<file path="config.mk">
export PLATFORM = sky130hd
export DESIGN_NAME = ram_bist_ctrl
export DESIGN_NICKNAME = d
export VERILOG_FILES = /design/src/rtl/ram_bist_pkg.sv /design/src/rtl/ram_bist_checker.sv /design/src/rtl/ram_bist_ctrl.sv
export SDC_FILE = /design/constraint.sdc
export NUM_CORES = 1
export LEC_CHECK = 0
export CAP_MARGIN = 0
export CELL_PAD_IN_SITES_DETAIL_PLACEMENT = 1
export CELL_PAD_IN_SITES_GLOBAL_PLACEMENT = 1
export CORE_UTILIZATION = 41
export CTS_CLUSTER_SIZE = 10
export DETAILED_ROUTE_END_ITERATION = 7
export GPL_ROUTABILITY_DRIVEN = 0
export GPL_TIMING_DRIVEN = 0
export PLACE_DENSITY = 0.84
export RECOVER_POWER = 50
export SYNTH_ARGS = -nofsm -noshare
export SYNTH_HDL_FRONTEND = slang
export SYNTH_SLANG_ARGS = --single-unit
</file>
<file path="constraint.sdc">
create_clock -name clk -period 4 [get_ports clk]
set_input_delay 0.8 -clock clk [delete_from_list [all_inputs] [get_ports clk]]
set_output_delay 0.8 -clock clk [all_outputs]
set_load 0.1 [all_outputs]
</file>
<file path="src/rtl/ram_bist_pkg.sv">
// Shared state type and data-pattern helper for the RAM march-test controller.
package ram_bist_pkg;

  typedef enum logic [2:0] {
    StIdle,
    StWrA,
    StRdA,
    StWrB,
    StRdB,
    StDrain,
    StDone
  } state_e;

  localparam logic DirAsc  = 1'b0;
  localparam logic DirDesc = 1'b1;

  // Widest data word the pattern helper supports.
  localparam int unsigned MaxWidth = 64;

  function automatic logic phase_dir(input state_e st);
    return (st == StWrB || st == StRdB) ? DirDesc : DirAsc;
  endfunction

  // Pattern for one address: base pattern xor zero-extended address, optionally inverted.
  function automatic logic [MaxWidth-1:0] march_word(input logic [MaxWidth-1:0] pattern,
                                                     input logic [MaxWidth-1:0] addr,
                                                     input logic            inv);
    logic [MaxWidth-1:0] word;
    word = pattern ^ addr;
    return inv ? ~word : word;
  endfunction

endpackage

</file>
<file path="src/rtl/ram_bist_checker.sv">
// Read checker: lines expected data up with the one-cycle RAM read latency and
// latches address/expected/actual of the first mismatch.
module ram_bist_checker
  import ram_bist_pkg::*;
#(
  parameter int unsigned      WIDTH   = 8,
  parameter int unsigned      DEPTH   = 4,
  parameter logic [WIDTH-1:0] PATTERN = 8'hA5
) (
  input  logic             clk_i,
  input  logic             rst_i,
  input  logic             clear_i,
  input  logic             active_i,
  input  logic             rd_en_i,
  input  logic [DEPTH-1:0] addr_i,
  input  logic             inv_i,
  input  logic [WIDTH-1:0] data_i,
  output logic             new_fail_o,
  output logic             err_o,
  output logic [DEPTH-1:0] fail_addr_o,
  output logic [WIDTH-1:0] fail_exp_o,
  output logic [WIDTH-1:0] fail_got_o
);

  logic [WIDTH-1:0] exp_now;

  // Stage 1: the read issued this cycle, compared when its data returns.
  logic             rd_vld_q;
  logic [DEPTH-1:0] rd_addr_q;
  logic [WIDTH-1:0] rd_exp_q;

  // Stage 2: first-fail capture.
  logic             err_q, err_d;
  logic [DEPTH-1:0] fail_addr_q, fail_addr_d;
  logic [WIDTH-1:0] fail_exp_q, fail_exp_d;
  logic [WIDTH-1:0] fail_got_q, fail_got_d;

  logic mismatch;

  assign exp_now = WIDTH'(march_word(MaxWidth'(PATTERN), MaxWidth'(addr_i), inv_i));

  assign mismatch   = active_i && rd_vld_q && (data_i != rd_exp_q);
  assign new_fail_o = mismatch && !err_q;

  always_ff @(posedge clk_i) begin
    if (rst_i) begin
      rd_vld_q  <= 1'b0;
      rd_addr_q <= '0;
      rd_exp_q  <= '0;
    end else begin
      rd_vld_q  <= rd_en_i;
      rd_addr_q <= addr_i;
      rd_exp_q  <= exp_now;
    end
  end

  always_comb begin
    err_d       = err_q;
    fail_addr_d = fail_addr_q;
    fail_exp_d  = fail_exp_q;
    fail_got_d  = fail_got_q;
    if (clear_i) begin
      err_d       = 1'b0;
      fail_addr_d = '0;
      fail_exp_d  = '0;
      fail_got_d  = '0;
    end else if (new_fail_o) begin
      err_d       = 1'b1;
      fail_addr_d = rd_addr_q;
      fail_exp_d  = rd_exp_q;
      fail_got_d  = data_i;
    end
  end

  always_ff @(posedge clk_i) begin
    if (rst_i) begin
      err_q       <= 1'b0;
      fail_addr_q <= '0;
      fail_exp_q  <= '0;
      fail_got_q  <= '0;
    end else begin
      err_q       <= err_d;
      fail_addr_q <= fail_addr_d;
      fail_exp_q  <= fail_exp_d;
      fail_got_q  <= fail_got_d;
    end
  end

  assign err_o       = err_q;
  assign fail_addr_o = fail_addr_q;
  assign fail_exp_o  = fail_exp_q;
  assign fail_got_o  = fail_got_q;

endmodule

</file>
<file path="src/rtl/ram_bist_ctrl.sv">
// March-test BIST initiator: write, read, write-inverse, read-inverse over every RAM word.
// Define RAM_BIST_STOP_ON_FAIL_EN to end the test at the first mismatch.
module ram_bist_ctrl
  import ram_bist_pkg::*;
#(
  parameter int unsigned      WIDTH   = 8,
  parameter int unsigned      DEPTH   = 4,
  parameter logic [WIDTH-1:0] PATTERN = 8'hA5
) (
  input  logic             clk,
  input  logic             rst,
  input  logic             start,
  output logic             busy,
  output logic             done,
  output logic             pass,
  output logic [DEPTH-1:0] fail_addr,
  output logic [WIDTH-1:0] fail_exp,
  output logic [WIDTH-1:0] fail_got,
  output logic [DEPTH-1:0] mem_addr,
  output logic [WIDTH-1:0] mem_data_in,
  output logic             mem_wr_en,
  output logic             mem_rd_en,
  input  logic [WIDTH-1:0] mem_data_out
);

  state_e           state_q, state_d;
  logic [DEPTH-1:0] addr_q, addr_d;
  logic [WIDTH-1:0] data_q, data_d;
  logic             wr_q, wr_d;
  logic             rd_q, rd_d;
  logic             busy_q, busy_d;
  logic             done_q, done_d;
  logic             pass_q, pass_d;

  logic             dir;
  logic             terminal;
  logic [DEPTH-1:0] addr_step;
  logic             start_ok;
  logic             new_fail;
  logic             err;

  function automatic logic [WIDTH-1:0] word(input logic [DEPTH-1:0] a, input logic inv);
    return WIDTH'(march_word(MaxWidth'(PATTERN), MaxWidth'(a), inv));
  endfunction

  assign dir       = phase_dir(state_q);
  assign addr_step = (dir == DirAsc) ? addr_q + DEPTH'(1) : addr_q - DEPTH'(1);
  assign terminal  = (dir == DirAsc) ? (addr_q == {DEPTH{1'b1}}) : (addr_q == '0);
  assign start_ok  = start && (state_q == StIdle || state_q == StDone);

  ram_bist_checker #(
    .WIDTH  (WIDTH),
    .DEPTH  (DEPTH),
    .PATTERN(PATTERN)
  ) u_checker (
    .clk_i      (clk),
    .rst_i      (rst),
    .clear_i    (start_ok),
    .active_i   (busy_q),
    .rd_en_i    (rd_q),
    .addr_i     (addr_q),
    .inv_i      (state_q == StRdB),
    .data_i     (mem_data_out),
    .new_fail_o (new_fail),
    .err_o      (err),
    .fail_addr_o(fail_addr),
    .fail_exp_o (fail_exp),
    .fail_got_o (fail_got)
  );

  always_comb begin
    state_d = state_q;
    addr_d  = addr_q;
    data_d  = '0;
    wr_d    = 1'b0;
    rd_d    = 1'b0;
    busy_d  = 1'b0;
    done_d  = done_q;
    pass_d  = pass_q;

    unique case (state_q)
      StIdle, StDone: begin
        if (start_ok) begin
          state_d = StWrA;
          addr_d  = '0;
          wr_d    = 1'b1;
          data_d  = word('0, 1'b0);
          busy_d  = 1'b1;
          done_d  = 1'b0;
          pass_d  = 1'b0;
        end
      end
      StWrA: begin
        busy_d = 1'b1;
        addr_d = addr_step;
        if (terminal) begin
          state_d = StRdA;
          rd_d    = 1'b1;
        end else begin
          wr_d   = 1'b1;
          data_d = word(addr_step, 1'b0);
        end
      end
      StRdA: begin
        busy_d = 1'b1;
        if (terminal) begin
          // Descending phases start from the address we just finished on.
          state_d = StWrB;
          wr_d    = 1'b1;
          data_d  = word(addr_q, 1'b1);
        end else begin
          addr_d = addr_step;
          rd_d   = 1'b1;
        end
      end
      StWrB: begin
        busy_d = 1'b1;
        addr_d = addr_step;
        if (terminal) begin
          state_d = StRdB;
          rd_d    = 1'b1;
        end else begin
          wr_d   = 1'b1;
          data_d = word(addr_step, 1'b1);
        end
      end
      StRdB: begin
        busy_d = 1'b1;
        if (terminal) begin
          state_d = StDrain;
          addr_d  = '0;
        end else begin
          addr_d = addr_step;
          rd_d   = 1'b1;
        end
      end
      StDrain: begin
        // The final read is compared this cycle, so fold it into pass.
        state_d = StDone;
        done_d  = 1'b1;
        pass_d  = !(err || new_fail);
      end
      default: begin
        state_d = StIdle;
      end
    endcase

`ifdef RAM_BIST_STOP_ON_FAIL_EN
    if (busy_q && new_fail) begin
      state_d = StDone;
      addr_d  = '0;
      data_d  = '0;
      wr_d    = 1'b0;
      rd_d    = 1'b0;
      busy_d  = 1'b0;
      done_d  = 1'b1;
      pass_d  = 1'b0;
    end
`endif
  end

  always_ff @(posedge clk) begin
    if (rst) begin
      state_q <= StIdle;
      addr_q  <= '0;
      data_q  <= '0;
      wr_q    <= 1'b0;
      rd_q    <= 1'b0;
      busy_q  <= 1'b0;
      done_q  <= 1'b0;
      pass_q  <= 1'b0;
    end else begin
      state_q <= state_d;
      addr_q  <= addr_d;
      data_q  <= data_d;
      wr_q    <= wr_d;
      rd_q    <= rd_d;
      busy_q  <= busy_d;
      done_q  <= done_d;
      pass_q  <= pass_d;
    end
  end

  assign busy        = busy_q;
  assign done        = done_q;
  assign pass        = pass_q;
  assign mem_addr    = addr_q;
  assign mem_data_in = data_q;
  assign mem_wr_en   = wr_q;
  assign mem_rd_en   = rd_q;

endmodule

</file>
==> run metrics, run 1 <==
outcome=completed; wire length of the first global-routing pass=10.4 mm; Syn. warnings=0; ys async rst share=0%; fin cells=377; DR iter-0 viols=91; critical path data arrival time=3.40 ns; Total GRT Usage=22.4%; Synth top area share=42.1%; Final Max Slew Viols=0; via count=2,019; largest net degree at the start of global routing=16; Max Clock Skew=0.00830 ns; final instance area=0.00290 mm²; Setup crit start=state_q[2]; CTS tree=yes; critical path required time=4.24 ns; Final TNS setup=0 ns; Synthesized Nets=268; total core area=0.00524 mm²; WL per Instance=16.3 µm; Worst Hold Class=flop to flop; PortBufs=47; FF-to-FF setup slack=0.84 ns; Clock Path Buffers=2; Inserted Diodes=0; RSZ-0062 raised after global routing=false; Ports=48; Chip Width=76.6 µm; Mapped Area=0.00228 mm²; Worst Path Class, Setup=flop to flop; Worst Max-Slew Pin Slew=1.20 ns; GRT overflow=0; max_cap viols=0; Post-DRT Antenna Nets=0; Vias/cell=5.36; detailed placement HPWL=4.54 mm; row cnt=26; TritonRoute pass-1 iters=4; Yosys cell types=49; Syn Inst Count=252; Power Total=0.934 mW; clk_lat worst skew=0.31 ns; antenna violations before repair=0; layout cells sized above 1=8.14%; most frequent cells in the layout=48 x dfxtp_1, 43 x nor2_1, 43 x clkdlybuf4s50_1; syn_area_per_cell=9.06 µm²; synth top area cells=dfxtp_1 42%, mux2i_1 8.3%, nor2_1 7.1%; DRC violations left=0; r2r startpoint=state_q[2]; Crit. End Element=flop; Reg-to-Reg End=mem_data_in[3]; CP Max Fanout=8; Post-synth EDFFs=0; # resized after CTS=0; Root Buffer=clkbuf_8; Worst setup SP type=flop; Initial Util=43.6%; cell area power density=322 mW/mm²; final-stage net count=322; total CTS buffers=5; Worst Reg-to-Reg Cells=8; Die Ht=76.6 µm; sequential share of the synthesized area=42.1%; Worst slew margin=19.8%; Pleak=1.04 nW; vias in the first global route=2,119; clk sink count=48; Total Wirelength=6.14 mm; #FFs+latches synth=48; Post-CTS Repair Setup Buffers=0; die area=0.00587 mm²; Reg clk slew, reported paths=0.09 ns; hold buffers post-CTS=0; area grow syn2layout=27.2%; most common cell after layout, fill and taps aside=dfxtp_1; crit path to=mem_data_in[3]; placed cells=369; Final period util=79.0%; Max H-tree Level=2; maximum clock rate=0.317 GHz; area leader, netlist=dfxtp_1; post-layout min period=3.16 ns; peak supply drop=145 µV; final setup fails=0; placed cell areas=0.00284 mm²; Main synth FF type=dfxtp_1; final hold vios=0
synth_stat cells, drive strengths merged, types with 2 or more instances:
cell type	number
clkbuf	5
or3	4
nor4	3
dfxtp	48
or4	3
nor2	43
nor3	5
a31oi	2
nor2b	11
a21o	2
o32a	2
buf	17
xor2	7
and2	2
a211oi	4
inv	4
o21a	2
nand3	5
o2bb2ai	2
o21ai	12
a21oi	15
mux2i	19
o211ai	2
ha	4
nand2	12
xnor2	2
a22oi	2
critical path, cell delays in order, from the launching register on:
cell and delay, ns:
dfxtp_1 0.49, nor3b_1 1.00, a21o_1 0.27, ha_1 0.27, a21o_1 0.17, a21oi_1 0.15
xor3_1 0.29, or3_1 0.33, a21oi_1 0.13
worst min path at each step:
stage          cells after the start                  endpoint                   start  slack, ns
2_1_floorplan                      2  u_checker.fail_addr_o[0]  u_checker.rd_addr_q[0]       0.44
3_3_place_gp                       2                      pass                    pass       0.45
3_5_place_dp                       2                      pass                    pass       0.46
4_1_cts                            2                      pass                    pass       0.48
5_1_grt                            1        u_checker.rd_vld_q               mem_rd_en       0.51
6_report                           2  u_checker.fail_addr_o[0]  u_checker.rd_addr_q[0]       0.48
power breakdown:
part | leakage (nW) | internal, mW | switching (mW) | total (mW)
combinational | 0.612 | 0.0403 | 0.0903 | 0.131
sequential | 0.390 | 0.486 | 0.00459 | 0.491
clock | 0.0434 | 0.140 | 0.172 | 0.313
total | 1.04 | 0.666 | 0.267 | 0.934
per-stage QoR:
step	hold slack (ns)	worst slack (ns)	utilization [%]
after global routing	0.508	0.584	55.4
after global placement	0.446	1.20	54.2
after CTS	0.485	1.04	56.1
final	0.482	0.840	55.4
after detailed placement	0.465	1.12	54.2
after floorplan	0.440	1.47	-
final cells by class:
class	count	area (µm²)
fillers	631	2330
clock buffers	6	82.6
multi-input cells	178	1150
inverters	4	15.0
repair buffers	47	470
well taps	70	87.6
plain buffers	22	125
flip-flops and latches	48	961
clock inverters	2	15.0
flip-flops by register name, indices dropped and copies added (netlist names):
register	flops
u_checker.fail_got_o	8
mem_data_in	6
u_checker.fail_exp_o	6
u_checker.rd_exp_q	6
mem_addr	4
u_checker.fail_addr_o	4
u_checker.rd_addr_q	4
state_q	3
busy	1
done	1
mem_rd_en	1
mem_wr_en	1
pass	1
u_checker.err_o	1
u_checker.rd_vld_q	1
per-layer routing:
metal	share of wire (%)	track usage [%]	up-vias
met5	0	0	-
met4	2.1	8.85	0
met3	3.2	3.71	11
met2	52	40.6	44
met1	43	26.1	991
li1	-	-	973
cell families (layout without fill, tap and decap cells):
logic type / after synthesis / in the layout / share of synthesized area, %
AOI/OAI and AO/OA: 50 / 50 / 14.9
xor gates and xnor gates: 10 / 10 / 4.50
adders and majority gates: 5 / 5 / 3.07
buffers and inverters: 26 / 81 / 6.74
DFF: 48 / 48 / 42.1
muxes: 19 / 19 / 8.33
and+or+nand+nor: 94 / 94 / 20.4
Power figures use the tool's default switching activity.
==> inputs of run 2 (changes only) <==
CORE_UTILIZATION = 34   (was 41)
PLACE_DENSITY = 0.75   (was 0.84)
clock period = 2.75 ns   (was 4 ns; I/O delays follow)
==> run metrics, run 2 (synthesis gave the netlist of run 1 again) <==
Multi-input gate area=0.00116 mm²; largest net degree at the start of global routing=16; GRT overflow=0; critical path data arrival time=2.11 ns; Ports=48; wire length of the first global-routing pass=10.1 mm; Post-DRT Antenna Nets=0; clk_lat worst skew=0.30 ns; vias in the first global route=2,056; cell area power density=457 mW/mm²; Inserted Diodes=0; Worst slew margin=33.2%; Final TNS setup=0 ns; max reg flops=8; PortBufs=47; CP Max Fanout=9; Final Util=46.0%; register area=961 µm²; Reg clk slew, reported paths=0.09 ns; Pleak=1.08 nW; antenna violations before repair=0; layout cells sized above 1=8.74%; Die Ht=83.9 µm; Critical Path Max Stage Delay=1.22 ns; Vias/cell=5.16; Total Wirelength=5.97 mm; outcome=finished, violations left; most frequent cells in the layout=48 x dfxtp_1, 43 x nor2_1, 42 x clkdlybuf4s50_1; CP Cell Sequence=clkdlybuf4s50_1; final hold vios=0; via count=1,993; maximum clock rate=0.376 GHz; final setup fails=0; hold buffers post-CTS=0; row cnt=29; Max Clock Skew=0.00412 ns; Worst Hold Class=flop to flop; Total GRT Usage=17.8%; total CTS buffers=5; delay-heaviest family, CP=buffers and inverters; Max H-tree Level=2; Final Max Slew Viols=0; most common cell after layout, fill and taps aside=dfxtp_1; critical path required time=2.20 ns; Buf+Inv Stages, Crit Path=1; Final period util=96.7%; Root Buffer=clkbuf_8; Crit. End Element=primary output; peak supply drop=202 µV; DR iter-0 viols=77; post-layout min period=2.66 ns; TritonRoute pass-1 iters=6; Clock Path Buffers=2; failing checks=design-rule violations; DRC violations left=10; clk sink count=48; detailed placement HPWL=4.39 mm; Worst setup SP type=flop; total core area=0.00642 mm²; Chip Width=83.9 µm; Initial Util=35.5%; die area=0.00704 mm²; CP max-delay cell=clkdlybuf4s50_1; WL per Instance=15.5 µm; Worst Path Class, Setup=flop to primary output; CTS tree=yes; max_cap viols=0; Worst Max-Slew Pin Slew=0.999 ns; area grow syn2layout=29.5%; RSZ-0062 raised after global routing=false; fillers=755; final-stage net count=324
==> run 2: cell types whose count changed in the layout (fill, tap and decap cells not counted), sizes merged <==
| cell | change |
|---|---|
| clkbuf | +2 |
| clkdlybuf4s50 | -1 |
| dlymetal6s2s | +1 |
==> run 2: path summary, 6_finish.rpt <==
kind	start	to	slack (ns)	cells past startpoint
max	mem_addr[2]	mem_addr[2]	0.09	1
min	u_checker.rd_addr_q[2]	u_checker.fail_addr_o[2]	0.48	2
max reg2reg	state_q[0]	mem_data_in[3]	0.20	9
min reg2reg	u_checker.rd_addr_q[2]	u_checker.fail_addr_o[2]	0.48	2
==> run 2: what timing repair did <==
action,in CTS,in global routing
setup endpoints to repair,0,2
resized for setup,0,1
buffers inserted,0,2
endpoints found under the hold margin,0,0
==> run 2: routing by layer <==
| metal | track usage, % | wire length, µm | vias to the layer above |
|---|---|---|---|
| met3 | 3.46 | 270 | 7 |
| met1 | 22.2 | 2760 | 955 |
| li1 | - | - | 980 |
| met5 | 0 | 0 | - |
| met2 | 30.7 | 2860 | 51 |
| met4 | 5.96 | 80 | 0 |
==> run 2: area by class of cell <==
class                      instances  area share (%)
multi-input combinational        178            39.4
timing repair buffer              49            16.5
clock inverter                     2           0.508
inverter                           4           0.508
buffer                            22            4.53
sequential                        48            32.5
tap                               77            3.26
clock buffer                       6            2.79
==> run 2: where the power goes <==
part           switching (mW)  internal [mW]
logic                   0.134         0.0601
registers             0.00674          0.707
clock network           0.240          0.204
total                   0.381          0.971
==> run 2: through the flow <==
| step | power, mW | hold WS, ns | cells | instance area [µm²] | setup WS [ns] |
|---|---|---|---|---|---|
| after global routing | 1.41 | 0.501 | 386 | 2960 | 0.0463 |
| after detailed placement | 0.926 | 0.459 | 376 | 2850 | 0.150 |
| after CTS | 1.37 | 0.475 | 384 | 2950 | 0.0330 |
| final | 1.35 | 0.479 | 386 | 2960 | 0.0912 |
| after floorplan | 0.865 | 0.440 | 252 | 2280 | 0.224 |
| after global placement | 0.923 | 0.439 | 376 | 2850 | 0.178 |
